--- config.mk ---
export PLATFORM = sky130hd
export DESIGN_NAME = ps2_tx_multi
export DESIGN_NICKNAME = d
export VERILOG_FILES = /design/src/rtl/ps2_tx_multi.sv
export SDC_FILE = /design/constraint.sdc
export NUM_CORES = 1
export LEC_CHECK = 0
export BUFFER_PORTS_ARGS = -buffer_cell sky130_fd_sc_hd__buf_4
export CORE_MARGIN = 5
export CORE_UTILIZATION = 30
export DETAILED_ROUTE_END_ITERATION = 8
export PLACE_DENSITY = 0.55
export SLEW_MARGIN = 40
export SYNTH_ARGS = -nofsm -noshare
export SYNTH_HDL_FRONTEND = slang
export SYNTH_SLANG_ARGS = --single-unit
--- constraint.sdc ---
create_clock -name clk_sys -period 3.2 [get_ports clk_sys]
set_input_delay 0.32 -clock clk_sys [delete_from_list [all_inputs] [get_ports clk_sys]]
set_output_delay 0.32 -clock clk_sys [all_outputs]
set_load 0.01 [all_outputs]
--- src/rtl/ps2_tx_multi.sv ---
// rtl/ps2_tx_multi.sv - multi-channel PS/2 device transmitter with per-channel byte FIFOs
// One shared PS/2 clock divider; each channel frames bytes from its own FIFO.
module ps2_tx_multi #(
    parameter int CHANNELS  = 2,
    parameter int FIFO_BITS = 3,
    parameter int PS2DIV    = 100
) (
    input  logic                clk_sys,
    input  logic                reset,
    input  logic [CHANNELS-1:0] wr,
    input  logic [7:0]          wr_data,
    input  logic [CHANNELS-1:0] ps2_clk_in,
    input  logic [CHANNELS-1:0] ovf_clr,
    output logic [CHANNELS-1:0] ps2_clk,
    output logic [CHANNELS-1:0] ps2_data,
    output logic [CHANNELS-1:0] fifo_empty,
    output logic [CHANNELS-1:0] fifo_full,
    output logic [CHANNELS-1:0] overflow,
    output logic [CHANNELS-1:0] busy
);

    localparam int CNT_W = (PS2DIV < 1) ? 1 : $clog2(PS2DIV + 1);
    localparam int PTR_W = FIFO_BITS + 1;
    localparam int DEPTH = 1 << FIFO_BITS;

    typedef enum logic [3:0] {
        ST_IDLE   = 4'd0,
        ST_D1     = 4'd1,
        ST_D2     = 4'd2,
        ST_D3     = 4'd3,
        ST_D4     = 4'd4,
        ST_D5     = 4'd5,
        ST_D6     = 4'd6,
        ST_D7     = 4'd7,
        ST_D8     = 4'd8,
        ST_PARITY = 4'd9,
        ST_STOP   = 4'd10,
        ST_END    = 4'd11
    } tx_state_t;

    logic [CNT_W-1:0] cnt;
    logic             clk_ps2;
    logic             wrap;
    logic             rise_tick;
    logic             fall_tick;

    assign wrap      = (cnt == CNT_W'(PS2DIV));
    assign rise_tick = wrap && !clk_ps2;
    assign fall_tick = wrap && clk_ps2;

    always_ff @(posedge clk_sys or posedge reset) begin
        if (reset) begin
            cnt     <= '0;
            clk_ps2 <= 1'b0;
        end else if (wrap) begin
            cnt     <= '0;
            clk_ps2 <= ~clk_ps2;
        end else begin
            cnt <= cnt + CNT_W'(1);
        end
    end

    for (genvar i = 0; i < CHANNELS; i++) begin : g_ch
        logic [7:0]       mem [DEPTH];
        logic [PTR_W-1:0] wptr;
        logic [PTR_W-1:0] rptr;
        logic             empty;
        logic             full;
        logic             push;
        logic             start;
        logic             pop;
        logic             sync1;
        logic             sync2;
        logic             inhibit;
        logic             retry;
        logic             parity;
        logic             data_q;
        logic             ovf_q;
        logic [7:0]       tx_byte;
        logic [7:0]       shreg;
        tx_state_t        tx_state;

        assign empty = (wptr == rptr);
        assign full  = (wptr[FIFO_BITS] != rptr[FIFO_BITS]) &&
                       (wptr[FIFO_BITS-1:0] == rptr[FIFO_BITS-1:0]);
        // A full FIFO drops the push even if the same cycle pops.
        assign push  = wr[i] && !full;
        assign start = rise_tick && (tx_state == ST_IDLE) && !inhibit && (!empty || retry);
        assign pop   = start && !retry;

        always_ff @(posedge clk_sys) begin
            if (push) begin
                mem[wptr[FIFO_BITS-1:0]] <= wr_data;
            end
        end

        always_ff @(posedge clk_sys or posedge reset) begin
            if (reset) begin
                wptr    <= '0;
                rptr    <= '0;
                ovf_q   <= 1'b0;
                sync1   <= 1'b1;
                sync2   <= 1'b1;
                inhibit <= 1'b0;
            end else begin
                sync1 <= ps2_clk_in[i];
                sync2 <= sync1;
                if (fall_tick) begin
                    inhibit <= ~sync2;
                end
                if (push) begin
                    wptr <= wptr + PTR_W'(1);
                end
                if (pop) begin
                    rptr <= rptr + PTR_W'(1);
                end
                if (wr[i] && full) begin
                    ovf_q <= 1'b1;
                end else if (ovf_clr[i]) begin
                    ovf_q <= 1'b0;
                end
            end
        end

        always_ff @(posedge clk_sys or posedge reset) begin
            if (reset) begin
                tx_state <= ST_IDLE;
                retry    <= 1'b0;
                parity   <= 1'b1;
                data_q   <= 1'b1;
                tx_byte  <= '0;
                shreg    <= '0;
            end else if (rise_tick) begin
                case (tx_state)
                    ST_IDLE: begin
                        if (start) begin
                            data_q   <= 1'b0;
                            parity   <= 1'b1;
                            tx_state <= ST_D1;
                            if (retry) begin
                                shreg <= tx_byte;
                            end else begin
                                tx_byte <= mem[rptr[FIFO_BITS-1:0]];
                                shreg   <= mem[rptr[FIFO_BITS-1:0]];
                            end
                        end
                    end
                    ST_PARITY: begin
                        if (inhibit) begin
                            tx_state <= ST_IDLE;
                            data_q   <= 1'b1;
                            retry    <= 1'b1;
                        end else begin
                            data_q   <= parity;
                            tx_state <= ST_STOP;
                        end
                    end
                    ST_STOP: begin
                        data_q   <= 1'b1;
                        tx_state <= ST_END;
                    end
                    ST_END: begin
                        retry    <= 1'b0;
                        tx_state <= ST_IDLE;
                    end
                    default: begin
                        // Host inhibit before the parity bit aborts; tx_byte is kept for the resend.
                        if (inhibit) begin
                            tx_state <= ST_IDLE;
                            data_q   <= 1'b1;
                            retry    <= 1'b1;
                        end else begin
                            data_q   <= shreg[0];
                            parity   <= parity ^ shreg[0];
                            shreg    <= {1'b0, shreg[7:1]};
                            tx_state <= tx_state_t'(tx_state + 4'd1);
                        end
                    end
                endcase
            end
        end

        assign ps2_clk[i]    = clk_ps2 | (tx_state == ST_IDLE);
        assign ps2_data[i]   = data_q;
        assign fifo_empty[i] = empty;
        assign fifo_full[i]  = full;
        assign overflow[i]   = ovf_q;
        assign busy[i]       = (tx_state != ST_IDLE);
    end

endmodule

### Word-level counts from Yosys, hierarchy flattened

Memories as Yosys holds them, arrays and structs flattened.
Index checks and enable logic that the tools add are counted.

* flip-flop bits (word level): 78
* memory bits (writable): 128
* input port bits: 16
* output and inout port bits: 12
* word-level logic and storage cells: 157
* memories kept: 2

* $add $sub $neg: 7
* equal/unequal tests: 17
* multiplexer cells: 43
* bitwise gates (word level): 13
* reduce and logical (&&, ||, !) cells: 49

Memories
* g_ch[0].mem: depth 8, bits a word 8, read ports 1, clocked after Yosys merged registers in 0, wr ports 1, RTL line 64 `logic [7:0] mem [DEPTH];`
* g_ch[1].mem: depth 8, bits a word 8, read ports 1, clocked after Yosys merged registers in 0, wr ports 1, RTL line 64

Operators by type and width (count)
* 8-bit two-way mux: 6
* 4-bit case mux with 4 select lines: 2
* 8-bit case mux with 2 select lines: 2
* 4-bit by 1-bit adder with 4-bit output (second input constant): 6
* 4-bit equality test (second input constant): 6
* 4-bit two-way mux: 6
* 1-bit two-way mux: 20
* 3-bit AND reduction: 6
* 1-bit logical AND: 16
* 1-bit logical NOT: 9
* 1-bit inverter: 9
* 4-bit equality test: 2
* 4-bit logical NOT: 2
* 1-bit case mux with 2 select lines: 4
* 1-bit case mux with 4 select lines: 2
* 4-bit AND reduction: 2
* 2-bit nonzero test: 4
* 4-bit nonzero test: 2
* 7-bit by 1-bit adder with 7-bit output (second input constant): 1
* 7-bit equality test (second input constant): 1
* 7-bit two-way mux: 1
* 3-bit equality test: 2
* 3-bit OR reduction: 2
* 2-bit by 1-bit inequality test with 1-bit output (second input constant): 2
* 7 further kinds: 14

### Logic depth before layout (Yosys ltp)

Gate-level depths: netlist (run 1).

* word-level depth: 7
* gate-level depth with buffers: 8
* depth with buffers taken out: 7

### Worst setup path after synthesis (run 1)

Ideal clock, no wire load.

* path type: flip-flop to flip-flop
* start: register g_ch[0].rptr[2]
* end: memory g_ch[0].mem[1][0], enable pin
* setup time: 0.383 ns
* arrival: 1.861 ns
* data required time: 2.817 ns
* path slack: 0.956 ns
* stages on the path, launching flop included: 6
* buffers on the path: 1
* clock period less this slack: 2.244 ns
* cells stage by stage: dfrtp_1 > buf_2 > xnor2_1 > a41o_1 > or2_2 > nor3_1

* longest elaborated chain between the ends: 6

RTL lines
* from (decl): RTL line 66 `logic [PTR_W-1:0] rptr;`
* from (signal assigned): RTL line 115 `rptr <= rptr + PTR_W'(1);`
* 3-bit equality test: RTL line 85 `(wptr[FIFO_BITS-1:0] == rptr[FIFO_BITS-1:0]);`
* 1-bit logical AND: RTL line 84 `assign full = (wptr[FIFO_BITS] != rptr[FIFO_BITS]) &&`
* 1-bit logical NOT: RTL line 87 `assign push = wr[i] && !full;`
* 1-bit logical AND: RTL line 87
* 1-bit two-way mux: RTL line 92 `if (push) begin`
* 1-bit two-way mux (implied by the code): RTL line 93 `mem[wptr[FIFO_BITS-1:0]] <= wr_data;`
* to (decl): RTL line 64

Every way passes these cells.

### Worst setup path after layout (run 1)

* start: register cnt[0]
* end: register g_ch[1].shreg[4]

* longest elaborated chain between the ends: 7

RTL lines
* from (decl): RTL line 41 `logic [CNT_W-1:0] cnt;`
* from (signal assigned): RTL line 59 `cnt <= cnt + CNT_W'(1);`
* 7-bit equality test (*): RTL line 47 `assign wrap = (cnt == CNT_W'(PS2DIV));`
* 1-bit logical AND (*): RTL line 48 `assign rise_tick = wrap && !clk_ps2;`
* 1-bit logical AND (3 in series): RTL line 88 `assign start = rise_tick && (tx_state == ST_IDLE) && !inhibit && (!empty || retry);`
* 2-bit inequality test (no source line)
* 4-bit AND reduction (no source line) (*)
* to (signal assigned): RTL line 141 `shreg <= tx_byte;`
* to (signal assigned): RTL line 144 `shreg <= mem[rptr[FIFO_BITS-1:0]];`
* to (signal assigned): RTL line 175 `shreg <= {1'b0, shreg[7:1]};`
* to (decl): RTL line 80 `logic [7:0] shreg;`

Mark *: on every way between the ends. The rest lies on a longest branch, timed or not.
A chain may end at the register's enable or synchronous reset.

==> results of run 1 <==
worst max-delay path, stage by stage, from the launching register on:
cell and delay, ps:
dfrtp_1 430, inv_1 90, ha_1 140, nand4b_1 480
or2_4 500, a211oi_4 470, mux2_2 400
state kept, by name, summed over array words and instances (netlist names), 7 cells and up:
register       cells
g_ch.rptr          8
g_ch.tx_byte      16
g_ch.shreg        16
cnt                7
g_ch.tx_state      8
g_ch.mem         128
g_ch.wptr          8
Yosys cell counts (3+ instances only):
master	instances	area share, %
a21o_1	6	0.49
a21oi_1	7	0.38
a221o_1	7	0.77
a22o_1	3	0.29
a41oi_1	4	0.38
and3_1	10	0.69
buf_2	9	0.49
buf_4	9	0.74
clkbuf_1	13	0.54
dfrtp_1	70	19
dfstp_2	8	2.3
edfxtp_1	128	42
ha_1	14	1.9
inv_1	28	1.2
mux2_2	41	5.1
mux2i_1	15	1.6
mux4_1	10	2.9
mux4_2	22	5.4
nand2_1	21	0.86
nand2b_1	8	0.55
nand3_1	18	0.99
nor2_1	23	0.95
nor2b_1	6	0.41
nor3_1	11	0.60
o211ai_1	6	0.49
o21ai_0	15	0.82
xnor2_1	17	1.6
xor2_1	8	0.77
final cells by class:
cell class,count,area (sq um),share of cell area [%]
Multi-Input combinational cell,322,3010,28.5
Sequential cell,206,5810,54.8
Clock buffer,26,587,5.54
Tap cell,390,488,4.61
Inverter,29,114,1.08
Timing Repair Buffer,55,425,4.02
Clock inverter,14,153,1.44
metrics by stage:
stage                     instance area, sq um  hold WS (ps)  util, %  total power [mW]
after floorplan                           9120           324        -              3.81
after global placement                    9790           353     32.9              4.06
after detailed placement                  9790           348     32.9              4.09
after CTS                                10600           101     35.5              6.72
after global routing                     10600           121     35.5              6.92
final                                    10600           129     35.5              6.60
repair_timing:
action / 4_1_cts / 5_1_grt
hold buffers: 5 / 0
endpoints found under the setup margin: 0 / 0
hold endpoints to repair: 49 / 0
layer usage:
layer,global-route usage [%],vias up,routed length (um)
li1,-,2334,-
met1,14.3,2579,8030
met2,17.1,99,8430
met3,1.64,39,648
met4,3.34,0,471
met5,0,-,0
cells by family after synthesis:
logic type               synth area share [%]
AO/OA/AOI/OAI                            6.00
adder cells (fa/ha/maj)                  1.92
XOR/XNOR                                 2.40
buffers and inverters                    3.31
multiplexers                             15.3
flip-flops                               63.7
AND/OR/NAND/NOR                          7.44
report_power, final:
part           total [mW]  internal (mW)  leakage [nW]  switching, mW
Sequential           3.29           3.15          2.19          0.136
Combinational       0.737          0.309          1.48          0.428
Clock                2.58           1.56         0.353           1.02
worst paths after layout:
path | end | depth (start not counted) | from
worst min register to register | g_ch[0].sync2 | 0 | g_ch[0].sync1
worst max-delay path | g_ch[1].shreg[4] | 6 | cnt[0]
worst min-delay path | g_ch[0].ovf_q | 3 | wr[0]
max in group asynchronous | g_ch[1].shreg[4] | 4 | reset
min in group asynchronous | g_ch[1].inhibit | 3 | reset
worst max register to register | g_ch[1].shreg[4] | 6 | cnt[0]
==> metrics.txt, run 1 <==
status complete, no violations; pre-CTS WS between 500 and 600 ps; Slew Viols, Final 0; crit path DAT 3000 ps; CTS root buffer clkbuf_16; port bufs 27; Hold Path Class input pin to flop; Syn Area/Cell about 15 sq um; DRC errors left 0; drt pass-1 iters 6; Synth Net Count just over 600; CTS sink count about 200; final setup fails 0; Post-synth EDFFs about 130; yosys warns 0; Resized cells post-CTS 0; Setup crit start kind flop; row count 63; Cell Count, Final, Fillers Out roughly 1,000; P&R area growth vs syn 16.1%; WL final 17.6 mm; global route total overflow 0; Max FO, Critical Path 9; most common cell after layout, fill and taps aside edfxtp_1; final hold vios 0; measured slew at the worst slew-check pin roughly 700 ps; slew margin rel. 53.2%; sequential share of the synthesized area a little under two thirds; vias slightly above 5,000; asr flop ratio synth between 30% and 40%; Worst VDD drop 0.254 mV; min Tclk post-route around 2600 ps; Worst EP required approximately 3600 ps; routed len/inst about 17 um; fin crit share approximately four fifths; Setup TNS 0 ps; Num CTS Buffers 23; vias in the first global route 5,272; I/O Pins 28; Clock Skew around 7.2 ps; via-per-instance ratio just under 5; post-DP HPWL 11.9 mm; leak pwr ~4 nW; first-pass GRT wire length 28.6 mm; TritonCTS clock tree done; worst setup margin roughly 580 ps; Seq cells post-synth just over 200; Post-CTS Setup Bufs 0; most frequent cells in the layout edfxtp_1, dfrtp_1, buf_4, mux2_2, inv_1; Critical Path Sink Type flop; critical path type flop to flop; Tot GR Track Use around a tenth; Die ar. 34,000 sq um; H-tree depth 1; fraction of layout cells with a size suffix above 1 a little over a quarter; RD Place Congestion between 0.7 and 0.8; initial antenna violation count 0; Mapped Cells 590; clock buffer depth 3; Initial Util a little under a third; Post-Syn Area just over 9000 sq um; Fmax achieved approximately 380 MHz; unique cell type count in the Yosys netlist 64; Die X about 180 um; Max-Cap Viols 0; Core Area between 20,000 and 30,000 sq um; Post-DRT Antenna Nets 0; largest net degree at the start of global routing 55; DIE HEIGHT 184 um; Iter 0 DRT Violations a little under 300; commonest register cell after synthesis edfxtp_1; FILL cells ~2,900; fin nets approximately 670; r2r setup slk 580 ps; CTS clock-pin slew for the worst setup and hold paths 60 ps; RSZ-0062 raised after global routing no; ANT cells 0; worst-skew pair later-pin latency ~500 ps; placed cells 997; pwr dens approximately 620 nW/um^2
No activity file was read; power rests on OpenSTA's default activity.
==> inputs of run 2 (changes only) <==
ABC_AREA = 1   (was unset)
clock period = 2.7 ns   (was 3.2 ns; I/O delays follow)
==> run 2 against run 1 <==
  * Final area up 3.7%
  * Core utilization down 0.65 points
  * Count of clock-buffer cells in the layout rose by 1
  * Clock skew increased by 5.5 ps
  * Register-to-register slack got worse by 240 ps
  * Non-clock buffer count down 2
  * Sequential power rose by 18%
  * Flip-flop and latch count unchanged
  * Synthesized cell count is 71% higher
  * Global-route usage up 2.0 points
==> metrics.txt, run 2 <==
critical path type flop to flop; Synth Area in XOR/XNOR 1.10% (-1.3 points); RSZ-0062 raised after global routing no; sequential share of the synthesized area 60.8% (-2.8 points); Die ar. 35,500 sq um (+4.4%); CTS root buffer clkbuf_16; final hold vios 0 (unchanged); dpl cell area 10,200 sq um (+3.9%); first-pass GRT wire length 35.9 mm (+25%); fin crit share 87.7% (+5.7 points); Flop pwr share 48.7% (-1.1 points); Clock Skew 12.8 ps (+5.54 ps); Setup crit start kind flop; main combinational cell family by area after synthesis simple AND/OR/NAND/NOR gates; DIE HEIGHT 188 um (+2.2%); initial antenna violation count 0 (unchanged); Syn Area/Cell 9.46 sq um (-39%); top-area cell type share of the netlist area 40.3% (-1.9 points); Synth Net Count 1,039 (+68%); RD Place Congestion 0.850 (+12%); top cells by area, synth edfxtp_1, dfrtp_1, nand2_1; Pwr Total 7.94 mW (+20%); Post-Synth Simple-Gate Area 23.9% (+17 points); most frequent cells in the layout nand2_1, edfxtp_1, nand3_1, inv_1, nor2_1; yosys warns 0 (unchanged); clock network fraction of design power 39.1% (about the same); Cell Count, Final, Fillers Out 1,462 (+40%); cell with the most instances after synthesis nand2_1; Internal 5.87 mW (+17%); pre-CTS WS 336 ps (-237 ps); port bufs 27 (unchanged); DRC errors left 0 (unchanged); Post-Syn Area 9540 sq um (+4.7%); mux contribution to synthesized area 0% (-15 points); measured slew at the worst slew-check pin 731 ps (+30.5 ps); final setup fails 0 (unchanged); routed len/inst 15.1 um (-10%); unique cell type count in the Yosys netlist 35 (-45%); Sw Share 26.1% (+2.0 points); post-synthesis adder-cell area fraction 1.84% (-0.086 points); Synth Area in Compound Gates 6.07% (+0.074 points); H-tree depth 1 (unchanged); CTS clock-pin slew for the worst setup and hold paths 70 ps (about the same); global route total overflow 0 (unchanged); commonest cells in the netlist nand2_1, edfxtp_1, nand3_1; Worst VDD drop 0.340 mV (+34%); P&R area growth vs syn 15.0%; row count 65 (+3.2%); min Tclk post-route 2370 ps (-255 ps); Worst EP required 2830 ps (-740 ps); via-per-instance ratio 4.55 (-6.1%); Net Sw Power 2.07 mW (+30%); largest net degree at the start of global routing 39 (-29%); crit path DAT 2500 ps (-500 ps); I/O Pins 28 (unchanged); Setup TNS 0 ps (unchanged); post-DP HPWL 14.8 mm (+24%); Critical Path Sink Type flop; vias in the first global route 6,579 (+25%); vias 6,658 (+32%); max FFs per register 128 (unchanged); pwr dens 723 nW/um^2 (+16%); drt pass-1 iters 6 (unchanged); Initial Util 30.3% (-0.28 points); FILL cells 3,148 (+10%); asr flop ratio synth 37.9% (unchanged); Synth area leader edfxtp_1; Iter 0 DRT Violations 535 (+80%); status complete, no violations; slowest stage cell, crit path nor2_1; design area 11,000 sq um (+3.7%); slew margin rel. 51.3% (-1.9 points); Tot GR Track Use 12.4% (+2.0 points); Fmax achieved 422 MHz (+11%); Post-synth EDFFs 128 (unchanged); Critical Path Max Stage Delay 590 ps (+90 ps); worst-skew pair later-pin latency 510 ps (about the same); Core Area 31,500 sq um (+5.6%); fraction of layout cells with a size suffix above 1 13.8% (-12 points); worst setup margin 331 ps (-245 ps); WL final 22.1 mm (+26%); Seq cells post-synth 206 (unchanged); cell mode on critical path nand2_1; combinational group share of total power 12.2% (+1.0 points); Num CTS Buffers 23 (unchanged); Slew Viols, Final 0 (unchanged); fin nets 1,074 (+61%); Max FO, Critical Path 12 (+3); TritonCTS clock tree done; Mapped Cells 1,009 (+71%); commonest register cell after synthesis edfxtp_1; CTS sink count 206 (unchanged); CP cell instances inv_2 -> nand2_1 -> nand2_1 -> nor3_1 -> nand2_1 -> nand2_1 -> inv_1 -> nand2_1 -> nor2_1; leak pwr 4.78 nW (+19%); Die X 188 um (+2.2%); Resized cells post-CTS 0 (unchanged); Max-Cap Viols 0 (unchanged); clock buffer depth 3 (unchanged); Post-DRT Antenna Nets 0 (unchanged); ANT cells 0 (unchanged); most common cell after layout, fill and taps aside nand2_1; r2r setup slk 330 ps (-240 ps); Hold Path Class input pin to flop; placed cells 1,415 (+42%)
==> run 2: cell families (layout without fill, tap and decap cells) <==
family	after synthesis	count (layout)
simple gates	537	537
flops	206	206
buf+inv	139	190
compound gates	101	101
fa+ha+maj	14	14
xor+xnor	12	12
==> run 2: critical path, delay by kind of cell (launching register included) <==
| kind | cells | cell delay [ps] |
|---|---|---|
| DFF | 1 | 520 |
| and+or+nand+nor | 7 | 1150 |
| buffers and inverters | 2 | 330 |
==> run 2: final cells by class <==
cell class	instances	area [sq um]	share of cell area, %
multi-input cells	664	3140	28.6
flip-flops and latches	206	5810	52.9
clock inverters	14	149	1.36
well taps	402	503	4.58
inverters	96	362	3.29
clock buffers	27	591	5.38
repair buffers	53	425	3.87
==> run 2: timing repair <==
item / 4_1_cts / 5_1_grt
hold buffers: 6 / 0
setup buffers: 0 / 0
hold endpoints to repair: 34 / 0
==> run 2: power groups by stage <==
| stage | sequential [mW] | combinational, mW | clock (mW) |
|---|---|---|---|
| 2_1_floorplan | 3.89 | 0.662 | 0 |
| 3_3_place_gp | 3.93 | 0.967 | 0 |
| 3_5_place_dp | 3.93 | 0.967 | 0 |
| 4_1_cts | 3.87 | 0.985 | 3.19 |
| 5_1_grt | 3.90 | 1.11 | 3.31 |
| 6_report | 3.87 | 0.968 | 3.10 |
==> run 2: per-layer routing <==
layer | up-vias | part of all wire (%) | GRT usage, %
met5 | - | 0 | 0
met3 | 33 | 4.7 | 1.85
met1 | 3110 | 47 | 17.4
li1 | 3354 | - | -
met4 | 0 | 2.0 | 3.48
met2 | 161 | 47 | 20.2
==> run 2: path summary, 6_finish.rpt <==
path                                  from  depth (start not counted)           endpoint
min reg2reg                  g_ch[1].sync1                          0      g_ch[1].sync2
max                        g_ch[1].rptr[2]                          9  g_ch[1].mem[2][6]
min                                  wr[1]                          3      g_ch[1].ovf_q
min in group asynchronous            reset                          3    g_ch[1].rptr[1]
max reg2reg                g_ch[1].rptr[2]                          9  g_ch[1].mem[2][6]
max in group asynchronous            reset                          4     g_ch[1].parity
==> run 2: metrics by stage <==
stage | util [%] | hold slack, ps
3_3_place_gp | 32.3 | 350
5_1_grt | 34.9 | 21.1
2_1_floorplan | - | 274
3_5_place_dp | 32.3 | 348
6_report | 34.9 | 14.1
4_1_cts | 34.9 | 3.40
==> inputs of run 3 (changes only) <==
ABC_AREA = unset   (was 1)
==> run 3 against run 2 <==
  * Flip-flop and latch count stayed put
  * Via count fell by 24%
  * Setup slack got worse by 110 ps
==> metrics.txt, run 3 (same netlist as run 1, synthesis figures left out) <==
Crit path max-delay family compound AO/OA/AOI/OAI gates; Tot GR Track Use 10.4% (-2.0 points); vias 5,045 (-24%); worst reg2reg endpoint g_ch[0].shreg[5]; Setup TNS 0 ps (unchanged); RSZ-0062 raised after global routing no; Fmax achieved 403 MHz (-4.5%); CTS root buffer clkbuf_16; first-pass GRT wire length 28.5 mm (-21%); hold path start wr[1]; TritonCTS clock tree done; r2r startpoint g_ch[0].tx_state[0]; ANT cells 0 (unchanged); hold path depth 3 (unchanged); leak pwr 4.12 nW (-14%); Worst Hold Margin 65.5 ps (+51.4 ps); Post-DRT Antenna Nets 0 (unchanged); final core occ 36.1% (+1.2 points); clock network fraction of design power 41.0% (+1.9 points); Die X 184 um (-2.1%); row count 63 (-3.1%); critical path type flop to flop; most frequent cells in the layout edfxtp_1, dfrtp_1, buf_4, mux2_2, inv_1; Iter 0 DRT Violations 268 (-50%); fin crit share 91.9% (+4.1 points); Setup crit start kind flop; Core Area 29,800 sq um (-5.3%); crit path DAT 2860 ps (+360 ps); pwr dens 753 nW/um^2 (+4.1%); final hold vios 0 (unchanged); Hold Path Class input pin to flop; area of the multi-input gates 3010 sq um (-4.2%); vias in the first global route 5,247 (-20%); Post-CTS Setup Bufs 0 (unchanged); hold path endpoint g_ch[1].ovf_q; largest net degree at the start of global routing 46 (+18%); Sw Share 23.5% (-2.5 points); min Tclk post-route 2480 ps (+112 ps); I/O Pins 28 (unchanged); Num CTS Buffers 22 (-4.3%); Max FO, Critical Path 9 (-3); CTS sink count 206 (unchanged); combinational group share of total power 10.9% (-1.3 points); status complete, no violations; worst path bufs/invs 1 (-1); DRC errors left 0 (unchanged); port bufs 27 (unchanged); Worst VDD drop 0.305 mV (-10%); global route total overflow 0 (unchanged); WL final 17.7 mm (-20%); Internal 6.19 mW (+5.4%); DIE HEIGHT 184 um (-2.1%); RD Place Congestion 0.783 (-7.9%); fin nets 677 (-37%); post-DP HPWL 12.1 mm (-18%); Flop pwr share 48.1% (-0.6 points); # hold bufs at CTS 5 (-1); drt pass-1 iters 5 (-1); Resized cells post-CTS 0 (unchanged); final setup fails 0 (unchanged); Die ar. 34,000 sq um (-4.2%); FILL cells 2,823 (-10%); CTS clock-pin slew for the worst setup and hold paths 60 ps (about the same); Net Sw Power 1.90 mW (-7.9%); Cell Count, Final, Fillers Out 1,051 (-28%); via-per-instance ratio 4.80 (+5.4%); Critical Path Max Stage Delay 480 ps (-110 ps); fraction of layout cells with a size suffix above 1 27.2% (+13 points); sequential cell area 5810 sq um (unchanged); Worst EP required 3080 ps (+250 ps); Clock Skew 20.1 ps (+7.39 ps); H-tree depth 1 (unchanged); Pwr Total 8.09 mW (+1.9%); slew margin rel. 56.8% (+5.5 points); Critical Path Sink Type flop; placed cells 1,008 (-29%); worst-skew pair later-pin latency 510 ps (about the same); cell count of the worst reg-to-reg path 6 (-3); Max-Cap Viols 0 (unchanged); P&R area growth vs syn 17.9%; Slew Viols, Final 0 (unchanged); routed len/inst 16.9 um (+11%); max FFs per register 128 (unchanged); r2r setup slk 220 ps (-110 ps); Initial Util 30.6% (+0.28 points); initial antenna violation count 0 (unchanged); slowest stage cell, crit path a211oi_4; measured slew at the worst slew-check pin 647 ps (-83.4 ps); CP cell instances inv_1 -> ha_1 -> or3_1 -> a21o_1 -> a211oi_4 -> mux2_2; most common cell after layout, fill and taps aside edfxtp_1; clock buffer depth 3 (unchanged)
run 3: changes by cell type in the layout (fill, tap and decap cells not counted), sizes merged, moves of 17 or more:
cell / before / now
nand2: 339 / 22
nand3: 89 / 18
nor2: 80 / 23
mux2: 0 / 43
o21ai: 70 / 16
mux4: 0 / 32
xnor2: 0 / 17
inv: 95 / 29
run 3: worst register-to-register path, cell delays in order, from the launching register on:
cell and delay, ps:
dfrtp_1 440, inv_1 110, ha_1 250, or3_1 440
a21o_1 240, a211oi_4 480, mux2_2 400
run 3: area by class of cell:
cell class                 count  area share, %
sequential                   206           54.0
multi-input combinational    322           28.0
clock buffer                  24           5.19
timing repair buffer          66           4.96
tap                          390           4.54
clock inverter                14           2.27
inverter                      29           1.02
run 3: worst max path at each step:
stage	from	end	slack, ps	depth (start not counted)
2_1_floorplan	reset	clk_ps2	450	1
3_3_place_gp	g_ch[1].tx_state[0]	g_ch[1].rptr[1]	300	6
3_5_place_dp	g_ch[1].tx_state[0]	g_ch[1].tx_byte[7]	230	6
4_1_cts	g_ch[0].tx_state[0]	g_ch[0].shreg[5]	200	6
5_1_grt	g_ch[1].tx_state[0]	g_ch[1].tx_byte[7]	110	6
6_report	g_ch[0].tx_state[0]	g_ch[0].shreg[5]	220	6
run 3: metal layers:
layer | share of wire, % | global-route usage (%) | vias to the layer above | wire length [um]
met5 | 0 | 0 | - | 0
met4 | 1.7 | 2.96 | 0 | 301
met3 | 3.4 | 1.60 | 23 | 604
met2 | 49 | 17.5 | 97 | 8670
met1 | 46 | 14.1 | 2575 | 8170
li1 | - | - | 2350 | -
run 3: power by group through the flow:
| stage | Clock (mW) | Combinational, mW | Sequential (mW) |
|---|---|---|---|
| final | 3.31 | 0.882 | 3.90 |
| after floorplan | 0 | 0.634 | 3.89 |
| after CTS | 3.41 | 0.909 | 3.90 |
| after detailed placement | 0 | 0.901 | 3.96 |
| after global routing | 3.52 | 0.983 | 3.93 |
| after global placement | 0 | 0.875 | 3.94 |
run 3: stage by stage:
stage | setup WS (ps) | area [sq um]
after CTS | 199 | 10800
after global routing | 109 | 10800
after floorplan | 448 | 9120
after global placement | 304 | 9900
after detailed placement | 228 | 9900
final | 220 | 10800
